--- config.mk ---
export PLATFORM = sky130hd
export DESIGN_NAME = seq_mult_ctrl
export DESIGN_NICKNAME = d
export VERILOG_FILES = /design/src/rtl/seq_mult_ctrl.sv
export SDC_FILE = /design/constraint.sdc
export NUM_CORES = 1
export LEC_CHECK = 0
export BUFFER_PORTS_ARGS = -buffer_cell sky130_fd_sc_hd__buf_4
export CORE_UTILIZATION = 40
export DETAILED_ROUTE_END_ITERATION = 16
export SYNTH_ARGS = -nofsm -noshare
export SYNTH_HDL_FRONTEND = slang
export SYNTH_SLANG_ARGS = --single-unit
--- constraint.sdc ---
create_clock -name Clock -period 4.1 [get_ports Clock]
set_clock_uncertainty 0.15 [all_clocks]
set_input_delay 0.41 -clock Clock [delete_from_list [all_inputs] [get_ports Clock]]
set_output_delay 0.41 -clock Clock [all_outputs]
set_load 0.01 [all_outputs]
--- src/rtl/seq_mult_ctrl.sv ---
// Sequential radix-4 multiplier with valid/ready handshakes: one 2-bit multiplier digit per CALC cycle.
// Optional multiply-accumulate mode (AccClr port, running accumulator) is enabled by defining SEQ_MULT_CTRL_MAC_EN.
module seq_mult_ctrl #(
   parameter int WIDTH = 4
) (
   input  logic                 Clock,
   input  logic                 Reset_n,
   input  logic                 InValid,
   output logic                 InReady,
   input  logic [WIDTH-1:0]     Input1,
   input  logic [WIDTH-1:0]     Input2,
   output logic                 OutValid,
   input  logic                 OutReady,
   output logic [2*WIDTH-1:0]   Output,
   output logic                 Busy
`ifdef SEQ_MULT_CTRL_MAC_EN
   ,
   input  logic                 AccClr
`endif
);

   localparam int STEPS = WIDTH / 2;
   localparam int CNT_W = (STEPS > 1) ? $clog2(STEPS) : 1;
   localparam int PW    = 2 * WIDTH;
   localparam logic [CNT_W-1:0] LAST_CNT = CNT_W'(STEPS - 1);

   typedef enum logic [1:0] {
      S_IDLE = 2'd0,
      S_CALC = 2'd1,
      S_DONE = 2'd2
   } state_t;

   state_t            state_q, state_d;
   logic [WIDTH-1:0]  op1_q, op1_d;
   logic [WIDTH-1:0]  op2_q, op2_d;
   logic [PW-1:0]     prod_q, prod_d;
   logic [CNT_W-1:0]  cnt_q, cnt_d;

   logic [1:0]        digit;
   logic [PW-1:0]     partial;
   logic              accept;
   logic              release_result;

   assign accept         = (state_q == S_IDLE) && InValid;
   assign release_result = (state_q == S_DONE) && OutReady;

   // Current 2-bit multiplier digit, weighted by 4^cnt when added into the product.
   assign digit   = op2_q[{cnt_q, 1'b0} +: 2];
   assign partial = (PW'(op1_q) * PW'(digit)) << {cnt_q, 1'b0};

   always_comb begin
      state_d = state_q;
      op1_d   = op1_q;
      op2_d   = op2_q;
      prod_d  = prod_q;
      cnt_d   = cnt_q;
      unique case (state_q)
         S_IDLE: begin
            if (accept) begin
               op1_d   = Input1;
               op2_d   = Input2;
               prod_d  = '0;
               cnt_d   = '0;
               state_d = S_CALC;
            end
         end
         S_CALC: begin
            prod_d = prod_q + partial;
            cnt_d  = cnt_q + 1'b1;
            if (cnt_q == LAST_CNT) begin
               state_d = S_DONE;
            end
         end
         S_DONE: begin
            if (OutReady) begin
               state_d = S_IDLE;
            end
         end
         default: begin
            state_d = S_IDLE;
         end
      endcase
   end

   always_ff @(posedge Clock or negedge Reset_n) begin
      if (!Reset_n) begin
         state_q <= S_IDLE;
         op1_q   <= '0;
         op2_q   <= '0;
         prod_q  <= '0;
         cnt_q   <= '0;
      end else begin
         state_q <= state_d;
         op1_q   <= op1_d;
         op2_q   <= op2_d;
         prod_q  <= prod_d;
         cnt_q   <= cnt_d;
      end
   end

   assign InReady  = (state_q == S_IDLE);
   assign Busy     = (state_q == S_CALC);
   assign OutValid = (state_q == S_DONE);

`ifdef SEQ_MULT_CTRL_MAC_EN
   logic [PW-1:0] acc_q, acc_d;
   logic [PW-1:0] acc_sum;

   assign acc_sum = acc_q + prod_q;

   always_comb begin
      acc_d = acc_q;
      if ((state_q == S_IDLE) && AccClr) begin
         acc_d = '0;
      end else if (release_result) begin
         acc_d = acc_sum;
      end
   end

   always_ff @(posedge Clock or negedge Reset_n) begin
      if (!Reset_n) begin
         acc_q <= '0;
      end else begin
         acc_q <= acc_d;
      end
   end

   // In IDLE the accumulator already includes the last product, so it is what remains visible.
   assign Output = (state_q == S_DONE) ? acc_sum : acc_q;
`else
   logic unused_release;
   assign unused_release = release_result;
   assign Output         = prod_q;
`endif

endmodule
==> metrics.txt, run 1 <==
setup violators final=0; H-Tree Depth=1; Slew headroom=0.554; leakage power=0.715 nW; CP max-delay cell=dfrtp_1; VDD IR max=0.264 mV; die width=58.6 µm; crit-path max FO=15; pin count of the biggest net entering global routing=20; Cells after DPL=193; nets=179; Syn Inst Count=132; Pwr Density=883 nW/µm²; die footprint=3440 µm²; CORE AREA=3050 µm²; FF+latch count, synth=19; Final Hold Violating Endpoints=0; post-synthesis sequential area ratio=0.371; Clock transition at path regs=0.11 ns; via/cell ratio=5.19; most common cell after layout, fill and taps aside=buf_4; first-iteration detailed-routing DRC count=23; max-slew violations=0; FF-to-FF path depth=14; dpl hpwl=2.01 mm; status=finished, final reports clean; largest family of logic cells by synthesized area=simple AND/OR/NAND/NOR gates; wire length per cell=12.9 µm; via count=1027; Vert. Die Dim=58.6 µm; Post-CTS Resized=0; Post-Synth Adder-Cell Area=0.129; synth unique cells=39; Post-Synth Simple-Gate Area=0.191; CP startpoint=cnt_q; crit-path cells=mux2i_1 -> nor2b_1 -> ha_1 -> a21o_1 -> a21oi_1 -> xor2_1 -> nand2_1 -> o21ai_0 -> ha_1 -> nand2_1 -> a211o_1 -> and3_4 -> or2_0 -> o211ai_1; ANT nets after route=0; CTS Root Cell=clkbuf_4; Syn-to-layout area delta=18.2%; Critical Path Start Type=register; routed wire length=2.55 mm; most frequent cells in the layout=buf_4 (22), dfrtp_1 (19), nand2_1 (17); # IOs=23; Longest Clk Path Bufs=2; CTS Buf Count=3; post-route minimum period=3.51 ns; total track usage=0.161; Post-route DRC=0; Hold Crit Start=Input1[3]; Slew @ Worst Pin=0.668 ns; number of antenna diodes=0; CP arrival=3.59 ns; TritonCTS clock tree=built; RePlAce Congestion=0.801; critical path depth=14; Overflow after GRT=0; RSZ-0062 raised after global routing=no; first-pass GRT wire length=4.19 mm; complex-gate fraction of the synthesized area=0.150; Reg-to-Reg End=Output[7]; Max-Cap Viols=0; portion of netlist area occupied by mux cells=0.0859; vias in the first global route=965; WP buf/inv=0; R2R Setup Slk=0.59 ns; Largest delay share family, worst path=compound AO/OA/AOI/OAI gates; post-route insts no fill=198; initial antenna violation count=0; TritonCTS Sinks=19; Worst Path Required=4.18 ns; Tcrit/Tclk final=0.857; crit path capture type=register; kind of critical path=reg2reg; Rows=20; Pre-antenna DRT Iters=4; worst skew pair latency=0.30 ns; Mapped Nets=156; Worst Hold End=op1_q[3]; Initial Util=0.420; synth warn=0; port bufs=22; Min-Delay Path Depth=2; maximum clock rate=0.285 GHz; max incr delay on CP=0.62 ns; layout cells sized above 1=0.201; synthesized area=1280 µm²; Post-Synth XOR/XNOR Area=0.0410; reg2reg start=cnt_q; Mean Syn Cell Area=9.72 µm²; setup TNS=0 ns; class of the worst hold path=in2reg
-- per-stage QoR --
step	instance area (µm²)	utilization	hold slack, ns	setup WS (ns)	power, W
after detailed placement	1480	0.485	0.155	0.588	0.00125
after global routing	1520	0.497	0.165	0.283	0.00147
final	1520	0.497	0.162	0.587	0.00134
after global placement	1480	0.485	0.151	0.648	0.00123
after floorplan	1280	-	-0.0356	1.02	0.00104
after CTS	1520	0.497	0.158	0.554	0.00136
-- routing by layer --
layer  routed length, µm  global-route usage
met3                  83              0.0198
met2                1270               0.282
met4                  36              0.0612
met1                1170               0.202
met5                   0                   0
-- cells in the mapped netlist --
library cell,count,area share
nor2b_1,8,0.039
o311ai_1,1,0.0068
mux2_2,2,0.018
or4b_1,1,0.0078
a21o_2,1,0.0068
a211o_1,1,0.0068
o21a_2,1,0.0068
a221oi_1,1,0.0068
nor3b_1,1,0.0059
o21ai_1,2,0.0078
o21ai_0,5,0.020
clkbuf_1,2,0.0059
ha_1,10,0.098
and2_1,2,0.0098
mux2_1,6,0.053
buf_2,3,0.012
nor2_1,2,0.0059
o211ai_1,2,0.012
mux2i_1,2,0.016
and3_1,1,0.0049
a21oi_1,7,0.027
inv_2,1,0.0029
nand3b_1,1,0.0059
xor2_1,1,0.0068
nand3_1,3,0.012
nand2_1,17,0.050
nand4_1,1,0.0049
xnor2_1,5,0.034
o22ai_1,4,0.020
nor3_1,1,0.0039
inv_1,4,0.012
fa_1,2,0.031
a22o_1,1,0.0068
or2_0,1,0.0049
and3_4,1,0.0088
nand2b_1,3,0.015
nand4b_1,2,0.014
dfrtp_1,19,0.37
a21o_1,4,0.023
-- layout make-up --
cell class,count,area [µm²]
Clock buffer,4,26.3
Inverter,5,18.8
Fill cell,299,1540
Tap cell,44,55.1
Timing Repair Buffer,23,175
Multi-Input combinational cell,103,766
Sequential cell,19,475
-- flip-flops by register name (all words and copies together), names as in the netlist --
name and cells:
Output 8, op1_q 4, op2_q 4, state_q 2
cnt_q 1
-- repair_timing --
item / CTS / global route
endpoints found under the hold margin: 19 / 0
setup buffers: 0 / 0
hold buffers: 1 / 0
-- kinds of logic (layout without fill, tap and decap cells) --
group,after synthesis,in the layout
buf+inv,10,32
xor+xnor,6,6
fa+ha+maj,12,12
compound gates,30,30
flops,19,19
simple gates,45,45
mux,10,10
-- power by group --
| group | switching, W | total (W) | leakage (nW) | internal (W) |
|---|---|---|---|---|
| registers | 0.0000827 | 0.000356 | 0.236 | 0.000273 |
| logic | 0.000459 | 0.000884 | 0.465 | 0.000425 |
| clock network | 0.0000616 | 0.0000996 | 0.0150 | 0.0000380 |
| total | 0.000603 | 0.00134 | 0.715 | 0.000736 |
-- worst reg2reg max path, stage by stage (launching register included) --
cell	delay [ns]
dfrtp_1	0.62
mux2i_1	0.37
nor2b_1	0.14
ha_1	0.31
a21o_1	0.18
a21oi_1	0.16
xor2_1	0.09
nand2_1	0.07
o21ai_0	0.09
ha_1	0.35
nand2_1	0.08
a211o_1	0.28
and3_4	0.17
or2_0	0.19
o211ai_1	0.17
-- how the worst max path moves through the flow --
stage | end | slack (ns)
floorplan | Output[7] | 1.02
global placement | Output[7] | 0.65
detailed placement | Output[7] | 0.59
CTS | Output[7] | 0.55
global route | Output[7] | 0.28
finish | Output[7] | 0.59
Power figures use the tool's default switching activity.
==> inputs of run 2 (changes only) <==
--- a/config.mk
+++ b/config.mk
@@ -6,6 +6,8 @@
 export NUM_CORES = 1
 export LEC_CHECK = 0
 export BUFFER_PORTS_ARGS = -buffer_cell sky130_fd_sc_hd__buf_4
+export CORE_ASPECT_RATIO = 1.75
+export CORE_MARGIN = 1
 export CORE_UTILIZATION = 40
 export DETAILED_ROUTE_END_ITERATION = 16
 export SYNTH_ARGS = -nofsm -noshare
==> metrics.txt, run 2 (synthesis results as in run 1) <==
TritonCTS Sinks=19 (unchanged); # IOs=23 (unchanged); highest routed metal layer=met4; die footprint=3450 µm² (+0.26%); H-Tree Depth=1 (unchanged); status=finished, final reports clean; Slew @ Worst Pin=0.668 ns (-0.000719 ns); Rows=26 (+30%); Initial Util=0.429 (+0.00843); RSZ-0062 raised after global routing=no; Slew headroom=0.555 (about the same); CP most frequent cell=ha_1; most common cell after layout, fill and taps aside=buf_4; Vert. Die Dim=76.9 µm (+31%); Pre-antenna DRT Iters=4 (unchanged); met2 WL=1.48 mm (+17%); max incr delay on CP=0.61 ns (about the same); CP max-delay cell=dfrtp_1; max FFs per register=8 (unchanged); initial antenna violation count=0 (unchanged); dpl hpwl=2.10 mm (+4.4%); Longest Clk Path Bufs=2 (unchanged); via count=1049 (+2.1%); Setup Fix Bufs, Post-CTS=0 (unchanged); cell area after layout=1530 µm² (+1.1%); CTS Root Cell=clkbuf_8; nets=179 (unchanged); crit path capture type=register; first-iteration detailed-routing DRC count=22 (-4.3%); CTS Buf Count=3 (unchanged); post-route minimum period=3.60 ns (+0.0871 ns); class of the worst hold path=in2reg; ANT nets after route=0 (unchanged); max-slew violations=0 (unchanged); Placed Area=1480 µm² (-0.17%); VDD IR max=0.394 mV (+49%); fillers=311 (+4.0%); vias in the first global route=1101 (+14%); CORE AREA=2990 µm² (-2.0%); TritonCTS clock tree=built; Max-Cap Viols=0 (unchanged); CP arrival=3.62 ns (+0.03 ns); Final Hold Violating Endpoints=0 (unchanged); Clock transition at path regs=0.07 ns (-0.04 ns); Tcrit/Tclk final=0.878 (+0.0213); kind of critical path=reg2reg; RePlAce Congestion=0.810 (+1.1%); Post-CTS Resized=0 (unchanged); pin count of the biggest net entering global routing=20 (unchanged); worst skew pair latency=0.26 ns (-0.04 ns); total track usage=0.174 (+0.0129); R2R Setup Slk=0.50 ns (-0.09 ns); most frequent cells in the layout=buf_4 (22), dfrtp_1 (19), nand2_1 (17); Syn-to-layout area delta=19.5%; wire length per cell=13.5 µm (+4.9%); Overflow after GRT=0 (unchanged); first-pass GRT wire length=4.53 mm (+8.1%); Met1 Wirelength=1.02 mm (-12%); leakage power=0.723 nW (+1.1%); number of antenna diodes=0 (unchanged); Critical Path Start Type=register; crit-path cells=mux2i_1 -> nor2b_1 -> ha_1 -> fa_1 -> xnor2_1 -> o21ai_0 -> ha_1 -> nand2_1 -> a211o_1 -> and3_4 -> or2_0 -> o211ai_1; WL met3=70 µm (-16%); die width=44.8 µm (-24%); layout cells sized above 1=0.201 (unchanged); via/cell ratio=5.35 (+3.2%); crit-path max FO=15 (unchanged); maximum clock rate=0.278 GHz (-2.4%); setup violators final=0 (unchanged); port bufs=22 (unchanged); setup TNS=0 ns (unchanged); Worst Path Required=4.12 ns (-0.06 ns); routed wire length=2.65 mm (+3.9%); Pwr Density=899 nW/µm² (+1.8%); Post-route DRC=0 (unchanged)
[run 2: cell count changes in the layout (fill, tap and decap cells not counted)]
cell	before	now
clkbuf_4	3	0
clkbuf_8	0	3
[run 2: final cells by class]
class                           instances  area [µm²]  share of cell area
Inverter                                5        18.8              0.0122
Timing Repair Buffer                   23         175               0.114
Sequential cell                        19         475               0.310
Multi-Input combinational cell        103         766               0.500
Tap cell                               42        52.6              0.0343
Clock buffer                            4        45.0              0.0294
[run 2: path summary, 6_finish.rpt]
check                                from  cells past startpoint          to
worst max-delay path                cnt_q                     12   Output[7]
worst min-delay path            Input1[2]                      2    op1_q[2]
worst max register to register      cnt_q                     12   Output[7]
worst min register to register   op1_q[2]                      1    op1_q[2]
max in group asynchronous         Reset_n                      2  state_q[0]
min in group asynchronous         Reset_n                      2   Output[3]
[run 2: layer usage]
metal  vias up  track usage
met1       506        0.173
met4         0       0.0818
li1        513            -
met5         -            0
met2        23        0.328
met3         7       0.0212
[run 2: per-stage QoR]
| step | utilization | hold WS, ns | worst slack, ns | power (W) | cells |
|---|---|---|---|---|---|
| floorplan | - | -0.0356 | 1.02 | 0.00104 | 132 |
| global placement | 0.494 | 0.149 | 0.635 | 0.00123 | 191 |
| detailed placement | 0.494 | 0.154 | 0.510 | 0.00126 | 191 |
| CTS | 0.512 | 0.213 | 0.467 | 0.00140 | 196 |
| global route | 0.512 | 0.213 | 0.229 | 0.00152 | 196 |
| finish | 0.512 | 0.215 | 0.500 | 0.00138 | 196 |
[run 2: timing repair]
| action | 4_1_cts | 5_1_grt |
|---|---|---|
| endpoints found under the hold margin | 19 | 0 |
| hold buffers | 1 | 0 |
| setup endpoints to repair | 0 | 0 |
[run 2: worst max-delay path, delay by kind of cell, from the launching register on]
kind,cells,cell delay [ns]
simple gates,4,0.55
flops,1,0.61
compound gates,3,0.60
mux,1,0.39
fa+ha+maj,3,1.05
xor+xnor,1,0.18
[run 2: report_power, final]
group | leakage (nW) | internal, W | switching [W]
Combinational | 0.465 | 0.000426 | 0.000468
Clock | 0.0228 | 0.0000691 | 0.0000596
Sequential | 0.236 | 0.000274 | 0.0000810
Total | 0.723 | 0.000769 | 0.000609
==> inputs of run 3 (changes only) <==
--- a/config.mk
+++ b/config.mk
@@ -5,6 +5,7 @@
 export SDC_FILE = /design/constraint.sdc
 export NUM_CORES = 1
 export LEC_CHECK = 0
+export ABC_AREA = 1
 export BUFFER_PORTS_ARGS = -buffer_cell sky130_fd_sc_hd__buf_4
 export CORE_ASPECT_RATIO = 1.75
 export CORE_MARGIN = 1
==> metrics.txt, run 3 <==
Setup Fix Bufs, Post-CTS=0 (unchanged); Initial Util=0.429 (+0.000836); Critical Path Start Type=register; total track usage=0.194 (+0.0208); fin worst setup slack=0.838 ns (+0.338 ns); via count=1132 (+7.9%); Max-Cap Viols=0 (unchanged); class of the worst hold path=in2reg; largest area contributor in the synthesized netlist=dfrtp_1; Slew headroom=0.710 (+0.155); most common cell after layout, fill and taps aside=nand2_1; worst slack, placed=0.849 ns (+0.338 ns); FF+latch count, synth=19 (unchanged); Rows=26 (unchanged); Longest Clk Path Bufs=2 (unchanged); Post-route DRC=0 (unchanged); via/cell ratio=4.92 (-8.0%); Slew @ Worst Pin=0.436 ns (-0.232 ns); Post-synth top cells=nand2_1 (42), nor2_1 (22), dfrtp_1 (19), inv_1 (15), a21oi_1 (11); layout cells sized above 1=0.181 (-0.0204); Overflow after GRT=0 (unchanged); H-Tree Depth=1 (unchanged); setup violators final=0 (unchanged); Post-synth ARST share=1.00 (unchanged); wire length per cell=12.4 µm (-8.5%); pin count of the biggest net entering global routing=20 (unchanged); Worst Path Required=4.10 ns (-0.02 ns); Final Hold Violating Endpoints=0 (unchanged); initial antenna violation count=0 (unchanged); count leader, synth=nand2_1; nets=213 (+19%); most frequent cells in the layout=nand2_1 (42), nor2_1 (22), buf_4 (22); Post-synth EDFFs=0 (unchanged); kind of critical path=reg2reg; Placed Area=1480 µm² (+0.42%); CORE AREA=2990 µm² (unchanged); area share of the largest cell type after synthesis=0.370 (-0.000722); CP arrival=3.26 ns (-0.36 ns); die footprint=3450 µm² (+0.18%); Vert. Die Dim=77.0 µm (about the same); synth warn=0 (unchanged); port bufs=22 (unchanged); setup TNS=0 ns (unchanged); routed wire length=2.85 mm (+7.4%); Mapped Nets=187 (+20%); max-slew violations=0 (unchanged); TritonCTS clock tree=built; Syn-to-layout area delta=19.9%; dpl hpwl=2.26 mm (+7.6%); Syn Inst Count=163 (+23%); post-synthesis sequential area ratio=0.370 (-0.000722); die width=44.8 µm (about the same); synthesized area=1280 µm² (+0.20%); max FFs per register=8 (unchanged); # IOs=23 (unchanged); Mean Syn Cell Area=7.88 µm² (-19%); Clock transition at path regs=0.08 ns (about the same); vias in the first global route=1153 (+4.7%); crit path capture type=register; cell area after layout=1540 µm² (+0.49%); ANT nets after route=0 (unchanged); Tcrit/Tclk final=0.796 (-0.0824); TritonCTS Sinks=19 (unchanged); largest cells by area after synthesis=dfrtp_1 (37%), nand2_1 (12%), ha_1 (9.7%); R2R Setup Slk=0.84 ns (+0.34 ns); RePlAce Congestion=0.894 (+10%); status=finished, final reports clean; CTS Root Cell=clkbuf_8; maximum clock rate=0.307 GHz (+10%); first-pass GRT wire length=5.02 mm (+11%); CTS Buf Count=3 (unchanged); post-route minimum period=3.26 ns (-0.338 ns); ys flop type=dfrtp_1; number of antenna diodes=0 (unchanged); synth unique cells=28 (-28%); Pre-antenna DRT Iters=4 (unchanged); RSZ-0062 raised after global routing=no; first-iteration detailed-routing DRC count=28 (+27%); worst skew pair latency=0.26 ns (about the same); crit-path max FO=14 (-1)
[run 3: layer usage]
metal	up-vias	track usage	part of all wire
met5	-	0	0
met4	0	0.0636	0.0095
met3	2	0.0212	0.019
li1	580	-	-
met2	17	0.346	0.56
met1	533	0.231	0.41
[run 3: kinds of logic (layout without fill, tap and decap cells)]
group,after synthesis,count (layout),synth area share
mux,1,1,0.00876
xor+xnor,4,4,0.0273
compound gates,28,28,0.122
buf+inv,20,45,0.0672
fa+ha+maj,12,12,0.129
simple gates,79,79,0.277
flops,19,19,0.370
[run 3: final timing paths]
path / cells after the start / end / start
min in group asynchronous: 2 / Output[7] / Reset_n
max: 16 / Output[7] / cnt_q
min: 2 / state_q[1] / OutReady
min reg2reg: 1 / op2_q[2] / op2_q[2]
max reg2reg: 16 / Output[7] / cnt_q
max in group asynchronous: 2 / Output[1] / Reset_n
[run 3: repair_timing]
action                                 4_1_cts  5_1_grt
endpoints found under the hold margin       19        0
hold buffers                                 1        0
gates resized for setup                      0        0
[run 3: area by class of cell]
cell class	instances	area, µm²
Fill cell	319	1450
Multi-Input combinational cell	124	723
Sequential cell	19	475
Timing Repair Buffer	23	175
Inverter	18	67.6
Tap cell	42	52.6
Clock buffer	3	41.3
Clock inverter	1	5.00
[run 3: per-stage QoR]
| step | utilization | hold slack [ns] | instances |
|---|---|---|---|
| 2_1_floorplan | - | -0.0356 | 163 |
| 3_3_place_gp | 0.496 | 0.151 | 225 |
| 3_5_place_dp | 0.496 | 0.155 | 225 |
| 4_1_cts | 0.515 | 0.185 | 230 |
| 5_1_grt | 0.515 | 0.178 | 230 |
| 6_report | 0.515 | 0.184 | 230 |
[run 3: worst max-delay path, cell delays in order, from the launching register on]
cell and delay [ns]:
dfrtp_1 0.61, inv_2 0.17, nand2_4 0.10, nand2_4 0.07, nor2_1 0.10, ha_1 0.20, fa_1 0.46, nand2_1 0.08
o21ai_0 0.09, ha_1 0.33, or2_1 0.22, nand2_1 0.13, nor2_1 0.07, nor2_1 0.13, nand3_1 0.09, nand3_1 0.08
nand2_1 0.06
Power of run 3 is left out: the tool's default activity adds up to more than one toggle a clock period on the data nets, which glitch-free logic cannot reach.
